==> config.mk <==
export PLATFORM = sky130hd
export DESIGN_NAME = add_sequencer
export DESIGN_NICKNAME = d
export VERILOG_FILES = /design/src/rtl/add_sequencer.sv
export SDC_FILE = /design/constraint.sdc
export NUM_CORES = 1
export LEC_CHECK = 0
export BUFFER_PORTS_ARGS = -buffer_cell sky130_fd_sc_hd__buf_2
export CAP_MARGIN = 0
export CORE_ASPECT_RATIO = 0.75
export CORE_MARGIN = 10
export CORE_UTILIZATION = 45
export CTS_CLUSTER_DIAMETER = 30
export CTS_CLUSTER_SIZE = 10
export DETAILED_ROUTE_END_ITERATION = 16
export GPL_TIMING_DRIVEN = 0
export PLACE_DENSITY_LB_ADDON = 0.08
export SYNTH_ARGS = -nofsm -noshare
export SYNTH_HDL_FRONTEND = slang
export SYNTH_SLANG_ARGS = --single-unit
==> constraint.sdc <==
create_clock -name iw_clk -period 3.1 [get_ports iw_clk]
set_input_delay 0 -clock iw_clk [delete_from_list [all_inputs] [get_ports iw_clk]]
set_output_delay 0 -clock iw_clk [all_outputs]
set_load 0.01 [all_outputs]
==> src/rtl/add_sequencer.sv <==
// add_sequencer
//
// Multi-precision add scheduler. Two requesters share one p_WIDTH-bit
// carry-lookahead adder. A granted request is captured, then added one word
// per cycle (LSB word first) with the inter-word carry held in a register.
// The (N+1)-bit result, N = p_WIDTH*p_WORDS, is presented until consumed.
//
// Handshake rules (all ports of this block):
//   A transfer happens on a rising clock edge where valid and ready are both
//   high. Requester readys are combinational, only ever high in IDLE, and
//   never high without the matching valid. At most one ready is high.
//   ow_res_valid is high only in DONE. The result is consumed on an edge with
//   iw_res_ready high, and sum/id stay stable until then.
//
// Ports:
//   iw_clk, iw_rst          clock, asynchronous active-high reset
//   iw_reqN_valid           requester N has an operation pending
//   iwv_reqN_x, iwv_reqN_y  requester N operands (N bits)
//   iw_reqN_carry           requester N carry-in
//   ow_reqN_ready           requester N accepted on this edge
//   ow_res_valid            result available
//   owv_res_sum             x + y + carry-in, bit N is the carry-out
//   ow_res_id               requester that owns the result
//   iw_res_ready            consumer takes the result
//   ow_dbg_state            current FSM state (0 IDLE, 1 RUN, 2 DONE)

module add_sequencer #(
  parameter int p_WIDTH = 8,
  parameter int p_WORDS = 4
) (
  input  logic                         iw_clk,
  input  logic                         iw_rst,
  input  logic                         iw_req0_valid,
  input  logic [p_WIDTH*p_WORDS-1:0]   iwv_req0_x,
  input  logic [p_WIDTH*p_WORDS-1:0]   iwv_req0_y,
  input  logic                         iw_req0_carry,
  output logic                         ow_req0_ready,
  input  logic                         iw_req1_valid,
  input  logic [p_WIDTH*p_WORDS-1:0]   iwv_req1_x,
  input  logic [p_WIDTH*p_WORDS-1:0]   iwv_req1_y,
  input  logic                         iw_req1_carry,
  output logic                         ow_req1_ready,
  output logic                         ow_res_valid,
  output logic [p_WIDTH*p_WORDS:0]     owv_res_sum,
  output logic                         ow_res_id,
  input  logic                         iw_res_ready,
  output logic [1:0]                   ow_dbg_state
);

  localparam int N  = p_WIDTH * p_WORDS;
  localparam int KW = (p_WORDS > 1) ? $clog2(p_WORDS) : 1;
  localparam logic [KW-1:0] K_LAST = KW'(p_WORDS - 1);

  typedef enum logic [1:0] {
    S_IDLE = 2'd0,
    S_RUN  = 2'd1,
    S_DONE = 2'd2
  } state_t;

  state_t           state;
  logic [N-1:0]     r_x;
  logic [N-1:0]     r_y;
  logic             r_cin;
  logic             r_carry;
  logic [KW-1:0]    r_k;
  logic             r_last;
  logic             r_id;
  logic [N:0]       r_sum;

  // Round-robin: on a tie the requester that was not served last wins.
  logic grant0;
  logic grant1;
  assign grant0 = iw_req0_valid & (~iw_req1_valid | r_last);
  assign grant1 = iw_req1_valid & (~iw_req0_valid | ~r_last);

  assign ow_req0_ready = (state == S_IDLE) & grant0;
  assign ow_req1_ready = (state == S_IDLE) & grant1;

  // Current word of the captured operands.
  int                 word_lsb;
  logic [p_WIDTH-1:0] a_word;
  logic [p_WIDTH-1:0] b_word;
  logic               add_cin;
  assign word_lsb = int'(r_k) * p_WIDTH;
  assign a_word   = r_x[word_lsb +: p_WIDTH];
  assign b_word   = r_y[word_lsb +: p_WIDTH];
  // The first word takes the requester's carry-in, later words the chain.
  assign add_cin  = (r_k == '0) ? r_cin : r_carry;

  // Shared carry-lookahead adder: every carry is a flat sum of
  // generate/propagate products rather than a ripple chain.
  logic [p_WIDTH-1:0] gen;
  logic [p_WIDTH-1:0] prop;
  logic [p_WIDTH:0]   carry_vec;
  logic [p_WIDTH-1:0] sum_word;
  assign gen  = a_word & b_word;
  assign prop = a_word ^ b_word;

  always_comb begin : cla
    logic pp;
    logic cc;
    pp        = 1'b1;
    cc        = 1'b0;
    carry_vec = '0;
    carry_vec[0] = add_cin;
    for (int i = 0; i < p_WIDTH; i++) begin
      pp = 1'b1;
      cc = 1'b0;
      for (int j = i; j >= 0; j--) begin
        cc = cc | (pp & gen[j]);
        pp = pp & prop[j];
      end
      carry_vec[i+1] = cc | (pp & add_cin);
    end
    sum_word = prop ^ carry_vec[p_WIDTH-1:0];
  end

  always_ff @(posedge iw_clk or posedge iw_rst) begin
    if (iw_rst) begin
      state   <= S_IDLE;
      r_x     <= '0;
      r_y     <= '0;
      r_cin   <= 1'b0;
      r_carry <= 1'b0;
      r_k     <= '0;
      r_last  <= 1'b1;
      r_id    <= 1'b0;
      r_sum   <= '0;
    end else begin
      case (state)
        S_IDLE: begin
          if (grant0 | grant1) begin
            r_x    <= grant1 ? iwv_req1_x    : iwv_req0_x;
            r_y    <= grant1 ? iwv_req1_y    : iwv_req0_y;
            r_cin  <= grant1 ? iw_req1_carry : iw_req0_carry;
            r_id   <= grant1;
            r_last <= grant1;
            r_k    <= '0;
            state  <= S_RUN;
          end
        end
        S_RUN: begin
          r_sum[word_lsb +: p_WIDTH] <= sum_word;
          r_carry <= carry_vec[p_WIDTH];
          if (r_k == K_LAST) begin
            r_sum[N] <= carry_vec[p_WIDTH];
            r_k      <= '0;
            state    <= S_DONE;
          end else begin
            r_k <= r_k + KW'(1);
          end
        end
        S_DONE: begin
          if (iw_res_ready) begin
            state <= S_IDLE;
          end
        end
        default: state <= S_IDLE;
      endcase
    end
  end

  assign ow_res_valid = (state == S_DONE);
  assign owv_res_sum  = r_sum;
  assign ow_res_id    = r_id;
  assign ow_dbg_state = state;

endmodule

Word-level counts from Yosys, hierarchy flattened --
Cells that the tools add are included.
Word-level totals: register bits 105, input port bits 135, output and inout port bits 39, logic and storage cells 153
Operators by class: add/subtract/negate cells 2, equality and inequality tests 6, shift-type cells 4, mux-type cells 13, bitwise operators 113, reductions and logical operators 6
Operators with widths (number):
- 1-bit AND | 68
- 32-bit 2-to-1 mux | 2
- 32-bit by 6-bit indexed part select with 8-bit output | 2
- 1-bit OR | 39
- 33-bit bitwise mux | 1
- 5-bit negator with 33-bit output | 1
- 8-bit by 33-bit variable shift with 33-bit output, first input constant | 1
- 8-bit by 33-bit indexed part select with 33-bit output | 1
- 8-bit bitwise XOR | 2
- 2-bit 2-to-1 mux | 5
- 8-bit AND | 1
- 2-bit case mux with 3 select lines | 1
- 2-bit equality test, second input constant | 2
- 2-bit logical NOT | 2
- 2-bit by 1-bit != test with 1-bit output, second input constant | 2
- 2-bit case mux with 2 select lines | 1
- 2-bit AND reduction | 2
- 1-bit 2-to-1 mux | 3
- 1-bit inverter | 3
- 3-bit AND reduction | 1
- 2-bit by 1-bit adder with 2-bit output, second input constant | 1
- 2-bit by 1-bit equality test with 1-bit output, second input constant | 1
- 2-bit != test, second input constant | 1
- 2-bit nonzero test | 1

Logic depth before layout (Yosys ltp) --
depth after elaboration 14, mapped depth 10, depth with buffers taken out 7

Worst setup path after synthesis --
OpenSTA, ideal clock, no wires.
kind register to register, start point reg r_k[0], end point reg r_sum[31] (netlist: owv_res_sum[31]), library setup time 67 ps, arrival time 2712 ps, data required time 3033 ps, setup slack 321 ps, stages on the path, launching flop included 10, buffers on the path 2, period minus slack after synthesis 2779 ps, cell sequence dfrtp_1 -> clkbuf_2 -> buf_1 -> mux4_2 -> ha_1 -> o21ai_0 -> a22oi_2 -> a31o_2 -> xor2_1 -> a22o_1
On the way: cells in the longest elaborated chain, start to end 13, elaborated cells on any way between the ends 88, those cells by class add/sub (1); shift (4); mux (2); bitwise (80); reduce/logical (1)
RTL lines:
- start, declared | line 65 | logic [KW-1:0] r_k;
- start signal, assigned | line 150 | r_k <= r_k + KW'(1);
- 32-bit by 6-bit indexed part select with 8-bit output, on equally long branches | line 85, 86
- 8-bit bitwise XOR / 8-bit AND (equally long branches) | line 97, 96
- 1-bit AND, on equally long branches | line 110, 111
- 1-bit OR, or another cell as far along (5 in a row) | line 110 | cc = cc | (pp & gen[j]);
- 1-bit OR / 1-bit AND (equally long branches) | line 110, 113
- 1-bit OR | line 113 | carry_vec[i+1] = cc | (pp & add_cin);
- 8-bit bitwise XOR | line 115 | sum_word = prop ^ carry_vec[p_WIDTH-1:0];
- 8-bit by 33-bit indexed part select with 33-bit output | line 143 | r_sum[word_lsb +: p_WIDTH] <= sum_word;
- 33-bit bitwise mux (*) | line 143
- end signal, assigned by index | line 143
- end signal, assigned by index | line 146 | r_sum[N] <= carry_vec[p_WIDTH];
- end, declared | line 68 | logic [N:0] r_sum;
Every way passes the cells marked *; elsewhere a longest branch is shown, timed or not. A chain may end at the register's enable or synchronous reset.

Worst setup path after layout --
start point reg r_k[0], end point reg r_sum[6] (netlist: owv_res_sum[6])
Same word-level chain as after synthesis.

==> results.yml <==
timing:
  tns_ns: 0
  slew_viol_final: 0
  final-hold-violation-count: 1
  timing.fmax_mhz: 339.7
  period_share: 0.9497
  rsz0062_at_grt: "false"
  final.min_clock_period_ns: 2.944
  tightest_slew_ns: 0.6052
  setup_viol: 0
  slew_headroom: 0.5935
  clock_skew_ns: 0.007609
  holdWs_ns: -0.001946
drt:
  first_pass_iters: 4
  route.detailed.drc: 0
  ant_nets: 0
  via_per_inst: 5.190
  wl_per_cell_um: 17.30
  num_vias: 5029
  routed_wl_um: 16760
  drtIter0Drc: 212
cts:
  post-cts-setup-buffers: 0
  cts_tree: "built"
  cts_max_level: 3
  cts.clk_slew.worst_paths_ns: 0.07
  clock_latency_ns: 0.34
  cts.sinks: 105
  cts-buffers-inserted: 9
  cts_root_buf: "clkbuf_16"
  clock_path_buffers: 2
yosys:
  yosys-top-cells-area: "dfrtp_1 (48%), mux2i_1 (12%), o21ai_0 (7.5%), mux4_2 (6.7%), nand2_1 (6.2%)"
  synth_ff_type: "dfrtp_1"
  netlist.top_cell.by_area: "dfrtp_1"
  avgSynthCellArea_sq_um: 10.88
  yosysTopAreaCellShare: 0.4843
  synth_seq_cells: 105
  yosysUniqueCellTypes: 43
  ys_seq_area_frac: 0.4892
  postSynth.asyncResetShare: 1.000
  syn_nets: 646
  netlist_instances: 494
  synth_area_sq_um: 5374
  ys_warn_count: 0
  synth_edf_count: 0
critical_path:
  cp_top_family: "compound AO/OA/AOI/OAI gates"
  crit_top_cell: "clkbuf_4"
  critPathRequiredTime_ns: 3.37
  max_stage_delay_ns: 0.53
  worst-path-max-fanout: 10
  arrival_ns: 3.22
  end_kind: "register"
  path_buf_inv: 2
  cpMaxStageDelayCell: "mux4_2"
  startpoint_type: "register"
  cp_cell_sequence: "clkbuf_4 > clkbuf_4 > mux4_2 > ha_1 > o21ai_0 > a22oi_2 > a211oi_2 > xnor2_1 > a22o_1"
  path_class: "register to register"
worst_hold_path:
  hp-class: "primary input to register"
final_layout:
  layout.nets: 955
  antennaDiodeCount: 0
  drive_gt1_frac: 0.2887
  syn2layout_area_growth_pct: 50.08
  instances_no_fill: 969
  final_cell_area_sq_um: 8065
  fill_cells: 914
  final_util: 0.6919
placement:
  gp_congestion: 0.8298
  port_buffers: 173
  place_area_sq_um: 6472
  hpwl_um: 12320
  placed_cells: 830
global_routing:
  grt_max_degree: 59
  grt_antenna_before_repair: 0
  grt_pass1_vias: 5473
  grt_overflow: 0
  track_usage: 0.2007
  grt_first_pass_wirelength_um: 27460
status:
  failed_checks: "negative hold slack"
  status: "finished, violations left"
floorplanning:
  dieArea_sq_um: 16760
  core_sq_um: 11660
  initial_core_util: 0.4610
  rows: 34
  ios: 174
  die_h_um: 114.6
  die_w_um: 146.2
job:
  cap_violations: 0
power_and_ir_drop:
  power_density_nw_per_um2: 968.8
  power.leakage_nw: 3.916
  peakVddDrop_mv: 0.5940
==> cells in the final DEF (no fill, tap or decap), drive strengths merged, types with 9 or more instances in the layout <==
cell type,netlist,routed
a22o,21,21
buf,15,187
clkbuf,16,29
dfrtp,104,104
dlygate4sd3,0,124
ha,16,16
mux2i,66,66
mux4,16,16
nand2,89,89
nor2,9,9
o21ai,82,82
==> worst reg2reg max path: stages, from the launching register on <==
cell      delay, ns
dfrtp_1        0.40
clkbuf_4       0.21
clkbuf_4       0.26
mux4_2         0.53
ha_1           0.36
o21ai_0        0.13
a22oi_2        0.28
a211oi_2       0.12
xnor2_1        0.39
a22o_1         0.21
==> power by group <==
group	switching, W	internal (W)	total (W)	leakage, nW
clock network	0.000486	0.000645	0.00113	0.138
registers	0.000344	0.00196	0.00231	1.34
logic	0.00254	0.00184	0.00438	2.44
total	0.00337	0.00445	0.00781	3.92
==> final timing paths <==
kind                                     start                    endpoint  slack [ns]  cells after the start
max                         r_k[0]$_DFFE_PP0P_  owv_res_sum[6]$_DFFE_PP0P_        0.16                      9
min                              iwv_req1_x[4]          r_x[4]$_DFFE_PP0P_      -0.002                      3
max reg2reg                 r_k[0]$_DFFE_PP0P_  owv_res_sum[6]$_DFFE_PP0P_        0.16                      9
min reg2reg                r_y[19]$_DFFE_PP0P_         r_y[19]$_DFFE_PP0P_        0.48                      2
max in group asynchronous               iw_rst          r_x[2]$_DFFE_PP0P_        2.12                      4
min in group asynchronous               iw_rst       ow_res_id$_DFFE_PP0P_        0.29                      3
==> final cells by class <==
cell class                 count  area (sq um)  area share
multi-input combinational    350          2601      0.3225
clock buffer                  11         242.7     0.03010
timing repair buffer         298          2135      0.2647
buffer                        31         168.9     0.02094
tap                          162         202.7     0.02513
inverter                       8         32.53    0.004034
clock inverter                 4         53.80    0.006671
sequential                   105          2629      0.3259
==> metrics by stage <==
stage,power (W),setup slack (ns)
global placement,0.006142,-0.7610
floorplan,0.004995,0.3212
finish,0.007814,0.1558
CTS,0.007676,0.0003151
global route,0.008410,0.01561
detailed placement,0.006288,-0.2638
==> routing by layer <==
metal	vias to the layer above	GRT usage	share of wire
met2	153	0.3442	0.49
met4	0	0.04591	0.012
li1	2395	-	-
met5	-	0	0
met1	2464	0.2495	0.44
met3	17	0.05292	0.059
==> flip-flops by register name, summed over array words and instances (netlist names) <==
| register | cells |
|---|---|
| ow_dbg_state | 2 |
| r_x | 32 |
| r_last | 1 |
| owv_res_sum | 33 |
| r_carry | 1 |
| ow_res_id | 1 |
| r_cin | 1 |
| r_y | 32 |
| r_k | 2 |
==> cells by family (layout without fill, tap and decap cells) <==
kind of cell | Yosys count | after routing | synth area share
AO/OA/AOI/OAI | 129 | 129 | 0.1451
XOR/XNOR | 6 | 6 | 0.009779
adder cells (fa/ha/maj) | 17 | 17 | 0.04098
buffers and inverters | 39 | 352 | 0.03399
flip-flops | 105 | 105 | 0.4892
multiplexers | 82 | 82 | 0.1923
AND/OR/NAND/NOR | 116 | 116 | 0.08871
==> synthesized netlist by cell type, types with 3 or more instances <==
| cell type | n |
|---|---|
| dfrtp_1 | 104 |
| nand2_1 | 89 |
| o21ai_0 | 80 |
| mux2i_1 | 65 |
| a22o_1 | 21 |
| ha_1 | 16 |
| mux4_2 | 16 |
| clkbuf_1 | 15 |
| nor2_1 | 9 |
| a21oi_1 | 8 |
| inv_1 | 8 |
| buf_2 | 7 |
| buf_4 | 5 |
| nand4_1 | 4 |
| xor2_1 | 4 |
| a31oi_1 | 3 |
| nand2b_1 | 3 |
| nor2b_1 | 3 |
| o31ai_1 | 3 |
==> what timing repair did <==
| action | in CTS | in global routing |
|---|---|---|
| hold buffers | 122 | 2 |
| gates resized for setup | 4 | 11 |
| setup endpoints to repair | 28 | 22 |
| hold endpoints to repair | 109 | 1 |
No activity file was read; power rests on OpenSTA's default activity.
